--- config.mk ---
export PLATFORM = sky130hd
export DESIGN_NAME = stopwatch_time_counter_flat
export DESIGN_NICKNAME = d
export VERILOG_FILES = /design/src/rtl/stopwatch_pkg.sv /design/src/rtl/stopwatch_time_counter_if.sv /design/src/rtl/stopwatch_time_counter_wrap_counter.sv /design/src/rtl/stopwatch_time_counter.sv /design/src/flat_wrapper.sv
export SDC_FILE = /design/constraint.sdc
export NUM_CORES = 1
export LEC_CHECK = 0
export BUFFER_PORTS_ARGS = -buffer_cell sky130_fd_sc_hd__buf_2
export CORE_ASPECT_RATIO = 1.25
export CORE_UTILIZATION = 57
export CTS_BUF_LIST = sky130_fd_sc_hd__clkbuf_4 sky130_fd_sc_hd__clkbuf_8
export CTS_CLUSTER_DIAMETER = 120
export DETAILED_ROUTE_END_ITERATION = 10
export PLACE_DENSITY = 0.81
export SYNTH_ARGS = -nofsm -noshare
export SYNTH_HDL_FRONTEND = slang
export SYNTH_SLANG_ARGS = --single-unit
--- constraint.sdc ---
create_clock -name clk -period 2.97 [get_ports clk]
set_input_delay 0.4455 -clock clk [delete_from_list [all_inputs] [get_ports clk]]
set_output_delay 0.4455 -clock clk [all_outputs]
set_load 0.01 [all_outputs]
--- src/rtl/stopwatch_pkg.sv ---
`timescale 1ns/1ps
`default_nettype none
// ============================================================================
//  Module   : stopwatch_pkg
//  Purpose  : Shared widths, terminal values and control-FSM status encodings.
//  Revision : 1.0 - initial release
// ============================================================================
package stopwatch_pkg;

    localparam int MIN_W    = 7;
    localparam int SEC_W    = 6;
    localparam int HUND_W   = 7;
    localparam int HUND_MAX = 99;
    localparam int SEC_MAX  = 59;

    typedef enum logic [1:0] {
        IDLE    = 2'd0,
        RUNNING = 2'd1,
        PAUSED  = 2'd2
    } sw_status_e;

endpackage
`default_nettype wire

--- src/rtl/stopwatch_time_counter_if.sv ---
`timescale 1ns/1ps
`default_nettype none
// ============================================================================
//  Module   : stopwatch_time_counter_if
//  Purpose  : Control inputs and display/status outputs of the time counter.
//  Revision : 1.0 - initial release
// ============================================================================
interface stopwatch_time_counter_if;
    import stopwatch_pkg::*;

    logic              count_en;
    logic              clear;
    logic              lap;
    logic [MIN_W-1:0]  disp_min;
    logic [SEC_W-1:0]  disp_sec;
    logic [HUND_W-1:0] disp_hund;
    logic              lap_active;
    logic              tick;
    logic              overflow;

    modport master (
        output count_en, clear, lap,
        input  disp_min, disp_sec, disp_hund, lap_active, tick, overflow
    );

    modport slave (
        input  count_en, clear, lap,
        output disp_min, disp_sec, disp_hund, lap_active, tick, overflow
    );

endinterface
`default_nettype wire

--- src/rtl/stopwatch_time_counter_wrap_counter.sv ---
`timescale 1ns/1ps
`default_nettype none
// ============================================================================
//  Module   : wrap_counter
//  Purpose  : Modulo-(MAX+1) counter stage; carry flags the wrap edge.
//  Revision : 1.0 - initial release
// ============================================================================
module wrap_counter #(
    parameter int WIDTH = 7,
    parameter int MAX   = 99
) (
    input  wire logic             clk,
    input  wire logic             rst_n,
    input  wire logic             clr,
    input  wire logic             inc,
    output logic [WIDTH-1:0]      value,
    output logic                  carry
);

    logic [WIDTH-1:0] r_value;

    assign carry = inc & (r_value == WIDTH'(MAX));
    assign value = r_value;

    always_ff @(posedge clk or negedge rst_n) begin
        if (!rst_n) begin
            r_value <= '0;
        end else if (clr) begin
            r_value <= '0;
        end else if (inc) begin
            r_value <= carry ? '0 : r_value + 1'b1;
        end
    end

endmodule
`default_nettype wire

--- src/rtl/stopwatch_time_counter.sv ---
`timescale 1ns/1ps
`default_nettype none
// ============================================================================
//  Module   : stopwatch_time_counter
//  Purpose  : 10 ms prescaler, mm:ss.hh cascade, lap freeze and overflow flag.
//  Revision : 1.0 - initial release
// ============================================================================
module stopwatch_time_counter
    import stopwatch_pkg::*;
#(
    parameter int CLKS_PER_TICK = 1_000_000,
    parameter int MAX_MINUTES   = 99
) (
    input  wire logic                 clk,
    input  wire logic                 rst_n,
    stopwatch_time_counter_if.slave   bus
);

    localparam int             PS_W    = (CLKS_PER_TICK > 1) ? $clog2(CLKS_PER_TICK) : 1;
    localparam logic [PS_W-1:0] PS_LAST = PS_W'(CLKS_PER_TICK - 1);

    logic [PS_W-1:0]   r_ps;
    logic              w_tick;
    logic [HUND_W-1:0] w_hund, w_hund_next;
    logic [SEC_W-1:0]  w_sec, w_sec_next;
    logic [MIN_W-1:0]  w_min, w_min_next;
    logic              w_hund_carry, w_sec_carry, w_min_carry;
    logic [HUND_W-1:0] r_lap_hund;
    logic [SEC_W-1:0]  r_lap_sec;
    logic [MIN_W-1:0]  r_lap_min;
    logic              r_lap_active;
    logic              r_overflow;

    // Prescaler holds while paused so resume keeps the sub-tick phase.
    always_ff @(posedge clk or negedge rst_n) begin
        if (!rst_n) begin
            r_ps <= '0;
        end else if (bus.clear) begin
            r_ps <= '0;
        end else if (bus.count_en) begin
            r_ps <= (r_ps == PS_LAST) ? '0 : r_ps + 1'b1;
        end
    end

    assign w_tick = bus.count_en & ~bus.clear & (r_ps == PS_LAST);

    wrap_counter #(.WIDTH(HUND_W), .MAX(HUND_MAX)) u_hund (
        .clk(clk), .rst_n(rst_n), .clr(bus.clear), .inc(w_tick),
        .value(w_hund), .carry(w_hund_carry)
    );

    wrap_counter #(.WIDTH(SEC_W), .MAX(SEC_MAX)) u_sec (
        .clk(clk), .rst_n(rst_n), .clr(bus.clear), .inc(w_hund_carry),
        .value(w_sec), .carry(w_sec_carry)
    );

    wrap_counter #(.WIDTH(MIN_W), .MAX(MAX_MINUTES)) u_min (
        .clk(clk), .rst_n(rst_n), .clr(bus.clear), .inc(w_sec_carry),
        .value(w_min), .carry(w_min_carry)
    );

    // Post-edge live time, so a lap capture matches what the live path shows next.
    assign w_hund_next = w_hund_carry ? '0 : w_hund + HUND_W'(w_tick);
    assign w_sec_next  = w_sec_carry  ? '0 : w_sec  + SEC_W'(w_hund_carry);
    assign w_min_next  = w_min_carry  ? '0 : w_min  + MIN_W'(w_sec_carry);

    always_ff @(posedge clk or negedge rst_n) begin
        if (!rst_n) begin
            r_lap_active <= 1'b0;
            r_lap_min    <= '0;
            r_lap_sec    <= '0;
            r_lap_hund   <= '0;
        end else if (bus.clear) begin
            r_lap_active <= 1'b0;
            r_lap_min    <= '0;
            r_lap_sec    <= '0;
            r_lap_hund   <= '0;
        end else if (bus.lap) begin
            r_lap_active <= ~r_lap_active;
            if (!r_lap_active) begin
                r_lap_min  <= w_min_next;
                r_lap_sec  <= w_sec_next;
                r_lap_hund <= w_hund_next;
            end
        end
    end

    always_ff @(posedge clk or negedge rst_n) begin
        if (!rst_n) begin
            r_overflow <= 1'b0;
        end else if (bus.clear) begin
            r_overflow <= 1'b0;
        end else if (w_min_carry) begin
            r_overflow <= 1'b1;
        end
    end

    assign bus.disp_min   = r_lap_active ? r_lap_min  : w_min;
    assign bus.disp_sec   = r_lap_active ? r_lap_sec  : w_sec;
    assign bus.disp_hund  = r_lap_active ? r_lap_hund : w_hund;
    assign bus.lap_active = r_lap_active;
    assign bus.tick       = w_tick;
    assign bus.overflow   = r_overflow;

endmodule
`default_nettype wire

--- src/flat_wrapper.sv ---
// flat-port wrapper written by rule: the top's interface ports become plain ports
module stopwatch_time_counter_flat import stopwatch_pkg::*;
#(
    parameter int CLKS_PER_TICK = 1_000_000,
    parameter int MAX_MINUTES   = 99
)
  (clk, rst_n, bus_count_en, bus_clear, bus_lap, bus_disp_min, bus_disp_sec, bus_disp_hund, bus_lap_active, bus_tick, bus_overflow);
  stopwatch_time_counter_if bus_i ();
  input  wire logic clk;
  input  wire logic rst_n;
  input wire logic [$bits(bus_i.count_en)-1:0] bus_count_en;
  input wire logic [$bits(bus_i.clear)-1:0] bus_clear;
  input wire logic [$bits(bus_i.lap)-1:0] bus_lap;
  output wire logic [$bits(bus_i.disp_min)-1:0] bus_disp_min;
  output wire logic [$bits(bus_i.disp_sec)-1:0] bus_disp_sec;
  output wire logic [$bits(bus_i.disp_hund)-1:0] bus_disp_hund;
  output wire logic [$bits(bus_i.lap_active)-1:0] bus_lap_active;
  output wire logic [$bits(bus_i.tick)-1:0] bus_tick;
  output wire logic [$bits(bus_i.overflow)-1:0] bus_overflow;
  assign bus_i.count_en = bus_count_en;
  assign bus_i.clear = bus_clear;
  assign bus_i.lap = bus_lap;
  assign bus_disp_min = bus_i.disp_min;
  assign bus_disp_sec = bus_i.disp_sec;
  assign bus_disp_hund = bus_i.disp_hund;
  assign bus_lap_active = bus_i.lap_active;
  assign bus_tick = bus_i.tick;
  assign bus_overflow = bus_i.overflow;
  stopwatch_time_counter #(.CLKS_PER_TICK(CLKS_PER_TICK), .MAX_MINUTES(MAX_MINUTES)) u_core (.clk(clk), .rst_n(rst_n), .bus(bus_i));
endmodule
## Word level (Yosys, flattened, before mapping)

Index checks and enable logic that the tools add are counted.

- Add/subtract/negate cells: 7
- Equal/unequal tests: 5
- Multiplexer cells: 31
- Bitwise gates (word level): 7
- Reductions and logical operators: 7

Operators with widths:

| cell | count |
|---|---|
| $mux W7 | 16 |
| $mux W20 | 3 |
| $mux W6 | 8 |
| $add A20 B1 Y20 const B | 1 |
| $eq A20 B20 Y1 const B | 1 |
| $add A7 B1 Y7 | 2 |
| $add A7 B1 Y7 const B | 2 |
| $eq A7 B7 Y1 const B | 2 |
| $reduce_bool A2 Y1 | 6 |
| $add A6 B1 Y6 | 1 |
| $add A6 B1 Y6 const B | 1 |
| $eq A6 B6 Y1 const B | 1 |
| $and A1 B1 Y1 | 5 |
| $mux W1 | 4 |
| $ne A2 B2 Y1 const B | 1 |
| $not A1 Y1 | 2 |
| $reduce_and A2 Y1 | 1 |

- Bits in registers: 62
- Input port bits: 5
- Output and inout port bits: 23
- Logic and storage cells: 66

## Logic depth before layout (Yosys ltp)

- Depth after elaboration: 10
- Mapped depth: 13
- Depth with buffers taken out: 11

## Modules after synthesis

A second synthesis with hierarchy kept.

- Cells, all modules: 355
- Area, all modules: 3554.7 um2

Modules (own cells, without submodules):

| module | instances | cells an instance | area an instance (um2) | seq. area each (um2) |
|---|---|---|---|---|
| stopwatch_time_counter | 1 | 242 | 2428.6 | 1051.0 |
| wrap_counter at u_core.u_min | 1 | 40 | 396.6 | 175.2 |
| wrap_counter at u_core.u_hund | 1 | 38 | 395.4 | 175.2 |
| wrap_counter at u_core.u_sec | 1 | 35 | 334.1 | 150.1 |

## Worst setup path after synthesis

Ideal clock, no wire load.

- Kind: flip-flop to flip-flop
- Start point: reg u_core.r_ps[0]
- End point: reg u_core.r_lap_sec[4]
- Library setup time: 0.122 ns
- Data arrival time: 2.427 ns
- Required time: 2.848 ns
- Slack: 0.422 ns
- Stages on the path, launching flop included: 14
- Path buffers: 3
- Clock period less this slack: 2.548 ns
- Path through: dfrtp_1 ha_1 buf_2 and3b_1 and4_4 buf_8 nand3_2 buf_2 inv_1 ha_1 ha_1 nand3_1 xnor2_1 a32o_1

- Longest elaborated chain between the ends: 8
- Elaborated cells between the ends (all ways): 9
- Classes of those cells: 1 x add/sub; 1 x eq/ne; 4 x mux; 3 x bitwise

Ends and longest elaborated chain:

| element | RTL line | text |
|---|---|---|
| start: declaration | stopwatch_time_counter.sv:22 | `logic [PS_W-1:0] r_ps;` |
| start signal: assignment | stopwatch_time_counter.sv:41 | `r_ps <= (r_ps == PS_LAST) ? '0 : r_ps + 1'b1;` |
| $eq A20 B20 Y1 (*) | stopwatch_time_counter.sv:45 | `assign w_tick = bus.count_en & ~bus.clear & (r_ps == PS_LAST);` |
| $and A1 B1 Y1 (*) | stopwatch_time_counter.sv:45 |  |
| $and A1 B1 Y1 (*) | stopwatch_time_counter_wrap_counter.sv:22 | `assign carry = inc & (r_value == WIDTH'(MAX));` |
| $add A6 B1 Y6 or $and A1 B1 Y1 (tied branches) | stopwatch_time_counter.sv:64, stopwatch_time_counter_wrap_counter.sv:22 |  |
| $mux W6 (*) | stopwatch_time_counter.sv:64 | `assign w_sec_next = w_sec_carry ? '0 : w_sec + SEC_W'(w_hund_carry);` |
| $mux W6 (*) | stopwatch_time_counter.sv:80 | `if (!r_lap_active) begin` |
| $mux W6 (*) | stopwatch_time_counter.sv:78 | `end else if (bus.lap) begin` |
| $mux W6 (*) | stopwatch_time_counter.sv:73 | `end else if (bus.clear) begin` |
| end signal: assignment | stopwatch_time_counter.sv:82 | `r_lap_sec <= w_sec_next;` |
| end: declaration | stopwatch_time_counter.sv:29 | `logic [SEC_W-1:0] r_lap_sec;` |

Every way passes the cells marked *; elsewhere a longest branch is shown, timed or not. The select of a mux whose other input is x is not followed.
A chain may end at the register's enable or synchronous reset.

## Worst setup path in the final report

- Start point: reg u_core.r_ps[0]
- End point: reg u_core.r_lap_hund[6]

- Longest elaborated chain between the ends: 7
- Elaborated cells between the ends (all ways): 8
- Classes of those cells: 1 x add/sub; 1 x eq/ne; 4 x mux; 2 x bitwise

Ends and longest elaborated chain:

| element | RTL line | text |
|---|---|---|
| $eq A20 B20 Y1 (*) | stopwatch_time_counter.sv:45 |  |
| $and A1 B1 Y1 (*) | stopwatch_time_counter.sv:45 |  |
| $add A7 B1 Y7 or $and A1 B1 Y1 (tied branches) | stopwatch_time_counter.sv:63, stopwatch_time_counter_wrap_counter.sv:22 |  |
| $mux W7 (*) | stopwatch_time_counter.sv:63 | `assign w_hund_next = w_hund_carry ? '0 : w_hund + HUND_W'(w_tick);` |
| $mux W7 (*) | stopwatch_time_counter.sv:80 |  |
| $mux W7 (*) | stopwatch_time_counter.sv:78 |  |
| $mux W7 (*) | stopwatch_time_counter.sv:73 |  |
| end signal: assignment | stopwatch_time_counter.sv:83 | `r_lap_hund <= w_hund_next;` |
| end: declaration | stopwatch_time_counter.sv:28 | `logic [HUND_W-1:0] r_lap_hund;` |

Marked as above.

==> flow_metrics.env <==
export IMPL_status="completed"
export IMPL_cts_path_max_buffers=2
export IMPL_ant_nets=0
export IMPL_maxCapViolCount=0
export IMPL_synth_top_cell_by_area="dfrtp_1"
export IMPL_worst_ep_arrival_time_ns=2.90
export IMPL_die_w_um=74.1
export IMPL_grt_antenna_before_repair=0
export IMPL_die_y_um=92.1
export IMPL_worstSetupPathType="flop to flop"
export IMPL_fillers=486
export IMPL_crit_fanout=9
export IMPL_wl_per_cell_um=16.2
export IMPL_track_usage_pct=26.0
export IMPL_cts_resized_gates=0
export IMPL_placed_area_um2=3890
export IMPL_clock_sinks=62
export IMPL_synth_area_um2=3700
export IMPL_grt_pass1_wl_um=13500
export IMPL_synth_top_area_share_pct=41.9
export IMPL_avgSynthCellArea_um2=9.46
export IMPL_holdBufCountCts=0
export IMPL_initial_core_util_pct=59.6
export IMPL_cts_root_buf="clkbuf_8"
export IMPL_pin_count=28
export IMPL_drc=0
export IMPL_drt_first_pass_iters=5
export IMPL_grt_max_degree=63
export IMPL_critPathLaunchType="flop"
export IMPL_synth_nets=406
export IMPL_grt_overflow=0
export IMPL_tightest_slew_ns=0.794
export IMPL_yosys_warnings=0
export IMPL_final_area_um2=4140
export IMPL_portBuffers=27
export IMPL_finClkSkew_ns=0.0129
export IMPL_die_area_um2=6820
export IMPL_synthTopCellsByArea="dfrtp_1 42%, mux2_2 5.8%, nand2_1 4.0%, nand3_1 3.8%, ha_1 3.4%"
export IMPL_clk_latency_ns=0.35
export IMPL_viasPerCell=6.23
export IMPL_drive_above_1_share_pct=18.9
export IMPL_hold_ws_ns=0.261
export IMPL_cts_buffers=9
export IMPL_area_growth_pct=12.0
export IMPL_setup_viol=0
export IMPL_synth_distinct_cells=55
export IMPL_crit_required_ns=3.19
export IMPL_fin_setup_tns_ns=0
export IMPL_maxClockFrequency_ghz=0.374
export IMPL_end_kind="flop"
export IMPL_cts_max_level=3
export IMPL_synth_flop_cell="dfrtp_1"
export IMPL_finalCriticalPeriod_ns=2.68
export IMPL_clk_pin_slew_worst_paths_ns=0.08
export IMPL_post_route_period_util_pct=90.1
export IMPL_antennaDiodeCount=0
export IMPL_async_flop_share_pct=100
export IMPL_routed_wirelength_um=8180
export IMPL_gp_congestion=0.829
export IMPL_ys_seq_area_share_pct=41.9
export IMPL_grt_pass1_vias=2868
export IMPL_max_slew_margin_rel_pct=47.0
export IMPL_power_density_nw_per_um2=460
export IMPL_finalNetCount=429
export IMPL_drtIter0Drc=210
export IMPL_p_leak_nw=1.89
export IMPL_cts_tree="built"
export IMPL_hold_viol=0
export IMPL_peakVddDrop_uv=302
export IMPL_hpwl_um=5590
export IMPL_syn_inst=391
export IMPL_synth_edf_count=0
export IMPL_hold_class="input port to asynchronous set/reset pin"
export IMPL_synth_seq_cells=62
export IMPL_finalMaxSlewViolations=0
export IMPL_rows=32
export IMPL_rsz0062_at_grt="false"
export IMPL_post_cts_setup_buffers=0
export IMPL_dr_total_vias=3142
export IMPL_fp_coreArea_um2=6210
==> worst max-delay path, stage by stage (launching register included) <==
cell,delay (ns)
dfrtp_1,0.43
ha_1,0.37
and3b_1,0.24
and4_4,0.32
nand2_1,0.10
nor2_1,0.18
ha_1,0.21
ha_1,0.19
nand3_1,0.12
nor2_1,0.14
xnor2_1,0.13
o21ai_0,0.11
==> routing by layer <==
layer / vias up / routed length, µm / track usage (%)
met5: - / 0 / 0
met4: 0 / 159 / 10.9
met3: 14 / 366 / 5.16
met2: 96 / 4130 / 42.8
met1: 1551 / 3530 / 32.6
li1: 1481 / - / -
==> synthesized netlist by cell type, drive strengths merged (2+ instances only) <==
master,count
nor4b,2
xnor2,10
and3,10
xor2,11
a21o,5
a211oi,3
dfrtp,62
and4,6
clkbuf,14
nand3,30
nor3,11
or4,6
a32o,8
a31oi,2
mux2,19
nor4,2
and2,4
inv,7
nand2b,3
nand2,39
a22o,7
buf,10
nor2,22
a21oi,21
nand4,11
a41oi,2
ha,10
nor2b,6
o21ai,22
o311ai,2
or3,12
==> worst paths after layout <==
path	from	to	slack, ns	cells after the start
setup / recovery	u_core.r_ps[0]$_DFFE_PN0P_	u_core.r_lap_hund[6]$_DFFE_PN0P_	0.29	11
hold / removal	rst_n	u_core.r_lap_min[3]$_DFFE_PN0P_	0.26	2
max in group asynchronous	rst_n	u_core.r_ps[5]$_DFFE_PN0P_	2.18	2
hold reg to reg	u_core.r_lap_hund[2]$_DFFE_PN0P_	u_core.r_lap_hund[2]$_DFFE_PN0P_	0.49	2
min in group clk	bus_lap	u_core.bus.lap_active$_DFFE_PN0P_	0.37	3
setup reg to reg	u_core.r_ps[0]$_DFFE_PN0P_	u_core.r_lap_hund[6]$_DFFE_PN0P_	0.29	11
==> through the flow <==
stage               setup slack, ns  cells  total power, W  utilization (%)
floorplan                     0.422    391        0.000934                -
global placement              0.468    488        0.000980             62.6
detailed placement            0.381    488        0.000982             62.6
CTS                           0.323    504         0.00192             66.8
global route                 0.0192    504         0.00197             66.8
finish                        0.293    504         0.00191             66.8
==> area by class of cell <==
cell class	count	area, µm²	area share [%]
clock buffers	11	151	3.65
inverters	7	26.3	0.634
repair buffers	36	203	4.89
multi-input cells	298	2000	48.3
flip-flops and latches	62	1550	37.4
clock inverters	5	105	2.54
well taps	85	106	2.57
==> cells in the final DEF (no fill, tap or decap), types with 4 or more instances in the layout <==
cell | netlist | layout
nor2b_1 | 6 | 6
mux2_2 | 19 | 19
buf_2 | 3 | 27
clkbuf_8 | 0 | 11
xor2_1 | 11 | 11
a21o_1 | 5 | 5
a32o_1 | 8 | 8
nor2_1 | 22 | 22
xnor2_1 | 10 | 10
nand3_1 | 28 | 28
nand4_1 | 9 | 9
inv_1 | 7 | 7
and2_1 | 4 | 4
or3_1 | 12 | 12
or4_1 | 6 | 6
and3_1 | 10 | 10
dfrtp_1 | 62 | 62
a21oi_1 | 20 | 20
ha_1 | 10 | 10
nand2_1 | 39 | 39
a22o_1 | 7 | 7
o21ai_0 | 21 | 21
nor3_1 | 10 | 10
and4_1 | 5 | 5
buf_4 | 2 | 9
==> where the power goes <==
part,internal (W),switching (W),total (W)
sequential,0.000851,0.00000745,0.000859
clock,0.000603,0.000339,0.000942
combinational,0.0000324,0.0000742,0.000107
total,0.00149,0.000421,0.00191
==> sequential cells by signal, indices dropped and copies added (netlist names) <==
name,count
u_core.bus.overflow,1
u_core.r_lap_min,7
u_core.bus.lap_active,1
u_core.r_lap_sec,6
u_core.r_ps,20
u_core.u_min.value,7
u_core.u_sec.value,6
u_core.r_lap_hund,7
u_core.u_hund.value,7
==> kinds of logic after synthesis <==
| family | Yosys count | synth area share (%) |
|---|---|---|
| simple gates | 170 | 25.9 |
| xor+xnor | 21 | 4.97 |
| mux | 20 | 6.06 |
| fa+ha+maj | 10 | 3.38 |
| flops | 62 | 41.9 |
| compound gates | 77 | 13.8 |
| buf+inv | 31 | 3.96 |
Power figures use the tool's default switching activity.
